## src/rtl/alu_issue_stage.sv

```systemverilog
// alu_issue_stage: ID/EX register feeding the ALU with valid/ready handshake, MEM/WB forwarding,
// load-use hazard detection, illegal-code trapping and a saturating stall counter.
module alu_issue_stage #(
   parameter int DATA_W = 32,
   parameter int REG_AW = 5,
   parameter int CNT_W  = 16
) (
   input  logic              clk,
   input  logic              rst,
   input  logic              flush,
   input  logic              in_valid,
   output logic              in_ready,
   input  logic [REG_AW-1:0] in_rs1_addr,
   input  logic [REG_AW-1:0] in_rs2_addr,
   input  logic [DATA_W-1:0] in_rs1_data,
   input  logic [DATA_W-1:0] in_rs2_data,
   input  logic [DATA_W-1:0] in_imm,
   input  logic              in_use_imm,
   input  logic [3:0]        in_alu_control,
   input  logic [REG_AW-1:0] in_rd_addr,
   input  logic              in_reg_write,
   input  logic              mem_fwd_we,
   input  logic              mem_fwd_load,
   input  logic [REG_AW-1:0] mem_fwd_rd,
   input  logic [DATA_W-1:0] mem_fwd_data,
   input  logic              wb_fwd_we,
   input  logic [REG_AW-1:0] wb_fwd_rd,
   input  logic [DATA_W-1:0] wb_fwd_data,
   output logic              out_valid,
   input  logic              out_ready,
   output logic [DATA_W-1:0] in1,
   output logic [DATA_W-1:0] in2,
   output logic [3:0]        alu_control,
   output logic [REG_AW-1:0] out_rd_addr,
   output logic              out_reg_write,
   output logic              out_illegal,
   output logic [CNT_W-1:0]  stall_count
);
   logic [REG_AW-1:0] rs1_q, rs2_q;
   logic imm_q, load_use, cap, illegal;
   function automatic logic [DATA_W-1:0] fwd(input logic [REG_AW-1:0] rs, input logic [DATA_W-1:0] d);
      return rs == '0 ? d :
             (mem_fwd_we && !mem_fwd_load && mem_fwd_rd == rs) ? mem_fwd_data :
             (wb_fwd_we && wb_fwd_rd == rs) ? wb_fwd_data : d;
   endfunction
   always_comb begin
      load_use = in_valid && mem_fwd_we && mem_fwd_load && mem_fwd_rd != '0 &&
                 (mem_fwd_rd == in_rs1_addr || (!in_use_imm && mem_fwd_rd == in_rs2_addr));
      in_ready = (!out_valid || out_ready) && !load_use && !flush;
      cap      = in_valid && in_ready;
      illegal  = in_alu_control > 4'd8;
   end
   always_ff @(posedge clk) begin
      if (rst) begin
         out_valid     <= 1'b0;
         in1           <= '0;
         in2           <= '0;
         alu_control   <= 4'b0000;
         out_rd_addr   <= '0;
         out_reg_write <= 1'b0;
         out_illegal   <= 1'b0;
         stall_count   <= '0;
         rs1_q         <= '0;
         rs2_q         <= '0;
         imm_q         <= 1'b0;
      end else begin
         if (flush) out_valid <= 1'b0;
         else if (cap) begin
            out_valid     <= 1'b1;
            in1           <= fwd(in_rs1_addr, in_rs1_data);
            in2           <= in_use_imm ? in_imm : fwd(in_rs2_addr, in_rs2_data);
            alu_control   <= illegal ? 4'b0010 : in_alu_control;
            out_rd_addr   <= in_rd_addr;
            out_reg_write <= in_reg_write && !illegal;
            out_illegal   <= illegal;
            rs1_q         <= in_rs1_addr;
            rs2_q         <= in_rs2_addr;
            imm_q         <= in_use_imm;
         end else if (out_valid && out_ready) out_valid <= 1'b0;
         else if (out_valid) begin
            // held operands keep tracking producers that retire while the consumer stalls
            in1 <= fwd(rs1_q, in1);
            in2 <= imm_q ? in2 : fwd(rs2_q, in2);
         end
         if (load_use && (!out_valid || out_ready) && !(&stall_count)) stall_count <= stall_count + 1'b1;
      end
   end
endmodule

```

## config.mk

```make
export PLATFORM = sky130hd
export DESIGN_NAME = alu_issue_stage
export DESIGN_NICKNAME = d
export VERILOG_FILES = /design/src/rtl/alu_issue_stage.sv
export SDC_FILE = /design/constraint.sdc
export NUM_CORES = 1
export LEC_CHECK = 0
export ABC_AREA = 1
export CAP_MARGIN = 20
export CORE_MARGIN = 8
export CORE_UTILIZATION = 48
export CTS_CLUSTER_SIZE = 40
export DETAILED_ROUTE_END_ITERATION = 8
export GPL_TIMING_DRIVEN = 0
export PLACE_DENSITY = 0.82
export SLEW_MARGIN = 20
export SYNTH_ARGS = -nofsm -noshare
export SYNTH_HDL_FRONTEND = slang
export SYNTH_SLANG_ARGS = --single-unit
```

## constraint.sdc

```tcl
create_clock -name clk -period 2.06 [get_ports clk]
set_clock_uncertainty 0.15 [all_clocks]
set_input_delay 0.206 -clock clk [delete_from_list [all_inputs] [get_ports clk]]
set_output_delay 0.206 -clock clk [all_outputs]
set_load 0.05 [all_outputs]
```

* After elaboration in Yosys (flattened, before gate mapping) *
Cells that the tools add are included.

storage, ports and cells
  register bits after elaboration = 103
  bits of input ports = 199
  output and inout bits = 93

cells by class
  add/subtract/negate cells = 1
  order comparisons = 1
  equal/unequal tests = 12
  multiplexer cells = 23
  bitwise logic cells = 1
  reduce and logical (&&, ||, !) cells = 44

operators by type and width
  cell                     number
  $mux W32                 20
  $eq A5 B5 Y1             8
  $logic_and A1 B1 Y1      21
  $logic_not A5 Y1         4
  $add A16 B1 Y16 const B  1
  $reduce_and A16 Y1       1
  $logic_not A1 Y1         7
  $ne A2 B2 Y1 const B     3
  $reduce_and A6 Y1        1
  $reduce_bool A3 Y1       2
  $reduce_and A5 Y1        1
  $reduce_bool A5 Y1       1
  $gt A4 B4 Y1 const B     1
  $mux W4                  1
  $reduce_bool A2 Y1       2
  $logic_or A1 B1 Y1       2
  $mux W1                  2
  $ne A2 B1 Y1 const B     1
  $reduce_and A2 Y1        1
  $reduce_or A2 Y1         1
  $not A1 Y1               1

* Logic depth before layout (Yosys ltp) *
  word-level depth = 10
  gate-level depth with buffers = 17
  gate-level depth less buffers = 15

* Worst setup path before layout *
Ideal clock, no wire load.

  path type = register -> register
  start = register stall_count[0]
  end = register stall_count[0]
  arrival = 2121 ps
  data required time = 1840 ps
  slack = -281 ps
  stages on the path, launching flop included = 11
  buffers on the path = 1
  cells stage by stage = dfxtp_1 -> ha_1 -> nand3_1 -> nor2_1 -> nand4_1 -> o21ai_0 -> nor2_1 -> inv_1 -> clkbuf_1 -> o21ai_0 -> a21oi_1

between the ends
  longest elaborated chain between the ends = 3
  elaborated cells between the ends (all ways) = 4
  those cells by class = 1 x add/sub; 3 x reduce/logical

ends and longest elaborated chain
  what                                                     RTL line  text
  start, declared                                          37        output logic [CNT_W-1:0] stall_count
  start signal, assigned                                   85        if (load_use && (!out_valid || out_ready) && !(&stall_count)) stall_count <= stall_count + 1'b1;
  branches (longest 3 deep; another with $add A16 B1 Y16)  n/a

Several ways; the timed one is not identified.
A chain may end at the register's enable or synchronous reset.

* Worst setup path after layout *
  start = register rs2_q[0]
  end = register in2[11]

between the ends
  longest elaborated chain between the ends = 8
  elaborated cells between the ends (all ways) = 14
  those cells by class = 3 x eq/ne; 6 x mux; 5 x reduce/logical

ends and longest elaborated chain
  what                    RTL line  text
  start, declared         39        logic [REG_AW-1:0] rs1_q, rs2_q;
  start signal, assigned  77        rs2_q <= in_rs2_addr;
  $eq A5 B5 Y1            43        (mem_fwd_we && !mem_fwd_load && mem_fwd_rd == rs) ? mem_fwd_data :
  $logic_and A1 B1 Y1     43
  $mux W32                43
  $mux W32                42        return rs == '0 ? d :
  $mux W32                83        in2 <= imm_q ? in2 : fwd(rs2_q, in2);
  $mux W32                80        else if (out_valid) begin
  $mux W32                79        end else if (out_valid && out_ready) out_valid <= 1'b0;
  $mux W32                68        else if (cap) begin
  end signal, assigned    71        in2 <= in_use_imm ? in_imm : fwd(in_rs2_addr, in_rs2_data);
  end signal, assigned    83
  end, declared           32        output logic [DATA_W-1:0] in2,

Parallel ways exist; a longest one is shown, timed or not. The select of a mux whose other input is x is not followed.

==> run_results.csv <==
group,metric,value,unit
outcome,status,"finished with violations",
outcome,violations,"negative setup slack",
placement,gp_congestion,1.02,
global_route,grt_pass1_wl,66300,um
yosys,ys_seq_elements,103,
floorplan,die-height,156,um
timing,rsz0062_at_grt,"true",
yosys,ys_warn_count,0,
timing,finalCritPeriodShare,1.05,
floorplan,io_pins,292,
final_layout,final_nets,2340,
floorplan,core.rowCount,51,
timing,hold_violations,0,
route,drt_iter0_markers,1448,
final_layout,multi_input_area,6410,um2
yosys,synth.area.top_cells,"nand2_1, dfxtp_1, nand3_1, nor2_1, inv_1",
floorplan,start_util,0.485,
timing,maxSlewViolCount,0,
timing,finalSetupViolCount,20,
timing,fmax,0.464,GHz
yosys,syn_nets,2003,
clock_network,root_buffer,"clkbuf_16",
global_route,met3_usage,0.0729,
timing,tightest_slew,0.963,ns
route,drc,0,
global_route,grt-ovfl-total,0,
worst_setup_path,cp-start-kind,"flop",
global_route,use_met1,0.423,
yosys,async_flop_share,0,
yosys,synth_edf_count,0,
power_and_ir_drop,power,6.05,mW
final_layout,syn2layout_area_growth,48.1,%
route,first_pass_iters,6,
timing,relSlewSlack,0.358,
global_route,grt_pass1_vias,12400,
clock_network,clockBufferDepth,2,
yosys,netlist_instances,1803,
clock_network,clk_pin_slew,0.08,ns
worst_setup_path,crit_required,2.21,ns
route,drt_wl_total,44800,um
floorplan,core_area,19300,um2
yosys,postSynthAreaPerCell,5.18,um2
route,wl_per_cell,18.6,um
yosys,synth.most_common_cell,"nand2_1",
global_route,busiest_layer,"met2",
power_and_ir_drop,p_leak,6.91,nW
global_route,grt_max_degree,21,
route,vias_per_cell,5.49,
route,antenna_left,0,
run,drv_cap,0,
global_route,antenna_found_initial,2,
yosys,yosysSeqAreaShare,0.221,
timing,fin_ws,-0.0960,ns
worst_setup_path,path_class,"flop to flop",
floorplan,die_w,156,um
clock_network,clkSinkCount,103,
clock_network,cts_made_buffers,9,
power_and_ir_drop,ir_drop,0.438,mV
yosys,synth_area,9350,um2
global_route,grt_use_met2,0.559,
yosys,synth.largest_area_cell,"nand2_1",
power_and_ir_drop,power_density,437,nW/um2
floorplan,dieArea,24200,um2
timing,fin_crit,2.16,ns
clock_network,cts_tree,"done",
route,vias,13200,
final_layout,fin_util,0.718,
final_layout,fillers,1751,
clock_network,clk_latency,0.38,ns
yosys,yosysUniqueCellTypes,36,
yosys,synth_top_area_share,0.280,
placement,pre_cts_ws,-1.01,ns
placement,port_buffers,287,
worst_setup_path,cp.arrival,2.31,ns
worst_hold_path,hold_path.class,"primary input to flop",
yosys,yosys-top-cells-count,"nand2_1, nor2_1, inv_1, nand3_1, dfxtp_1",
placement,dp_hpwl,33500,um
global_route,grt.total_usage,0.344,
yosys,synthFlopType,"dfxtp_1",
clock_network,cts_max_level,3,
timing,holdWs,0.0660,ns
final_layout,area.sequential,2090,um2
worst_setup_path,cp_max_fo,5,
final_layout,drive_gt1_frac,0.124,
worst_setup_path,end_kind,"flop",
placement,placed_cell_area,12600,um2
final_layout,design_area,13800,um2
## metal layers
| metal | up-vias | routed length [um] |
|---|---|---|
| li1 | 6360 | - |
| met4 | 0 | 2170 |
| met2 | 822 | 20500 |
| met5 | - | 0 |
| met1 | 5896 | 17400 |
| met3 | 167 | 4740 |
## placed cells by master, fill, tap and decap left out, drive strengths merged
master and instances:
clkinvlp 1, nor2 231, dfxtp 103, dlygate4sd2 5, clkdlybuf4s15 1, clkbuf 85
dlymetal6s2s 4, o21ai 92, o211ai 2, a31oi 1, nor3 11, or2 1
clkdlybuf4s50 265, xor2 8, buf 95, nor3b 1, nor4 2, inv 189
a21o 1, diode 2, nand3 184, ha 1, a22oi 1, xnor2 6
clkinv 3, nand2 699, o22ai 8, and2 1, nand4 71, a21oi 72
and3 1
## final cells by class
type | count | share of cell area
Antenna cell | 2 | 0.000362
Sequential cell | 103 | 0.151
Multi-Input combinational cell | 1394 | 0.463
Inverter | 186 | 0.0508
Timing Repair Buffer | 327 | 0.231
Buffer | 119 | 0.0581
Clock inverter | 7 | 0.00561
Clock buffer | 9 | 0.0163
Tap cell | 265 | 0.0240
## power breakdown
group / internal [mW] / switching, mW / total (mW)
clock: 0.863 / 0.952 / 1.82
sequential: 2.05 / 0.0435 / 2.09
combinational: 0.857 / 1.29 / 2.14
## critical path, stage by stage, from the launching register on
cell	delay [ns]
dfxtp_4	0.36
xor2_2	0.15
nor3_2	0.14
nand3_1	0.11
nand2_1	0.10
nand2_2	0.07
o21ai_4	0.19
buf_4	0.18
nand3_4	0.15
buf_6	0.20
nand2_1	0.05
nand2_1	0.08
nor2_2	0.13
## cell families after synthesis
logic type                 after synthesis  synth area share
and+or+nand+nor                       1199             0.533
buffers and inverters                  309             0.134
AOI/OAI and AO/OA                      177            0.0979
DFF                                    103             0.221
xor gates and xnor gates                14            0.0131
adders and majority gates                1           0.00134
## final timing paths
kind	slack, ns	depth (start not counted)	from	endpoint
hold / removal	0.07	3	in_rs1_addr[3]	rs1_q[3]
hold reg to reg	0.32	2	out_rd_addr[1]	out_rd_addr[1]
setup / recovery	-0.1	12	rs2_q[0]	in2[11]
setup reg to reg	-0.1	12	rs2_q[0]	in2[11]
## sequential cells by signal, indices dropped and copies added, names as in the netlist
register	flops
in2	32
out_illegal	1
in1	32
stall_count	16
rs2_q	5
alu_control	4
rs1_q	5
imm_q	1
out_rd_addr	5
out_valid	1
out_reg_write	1
## metrics by stage
| stage | setup TNS (ns) | instances |
|---|---|---|
| global route | -3.09 | 2412 |
| finish | -0.587 | 2412 |
| floorplan | 0 | 1803 |
| global placement | -84.39 | 2355 |
| CTS | -0.0293 | 2394 |
| detailed placement | -85.42 | 2355 |
## timing repair
action / in CTS / in global routing
pin swaps: 10 / 36
setup buffers: 19 / 12
setup endpoints to repair: 103 / 100
resized for setup: 161 / 170
hold buffers: 0 / 0
gates cloned: 7 / 6
(Power assumes the default switching activity.)
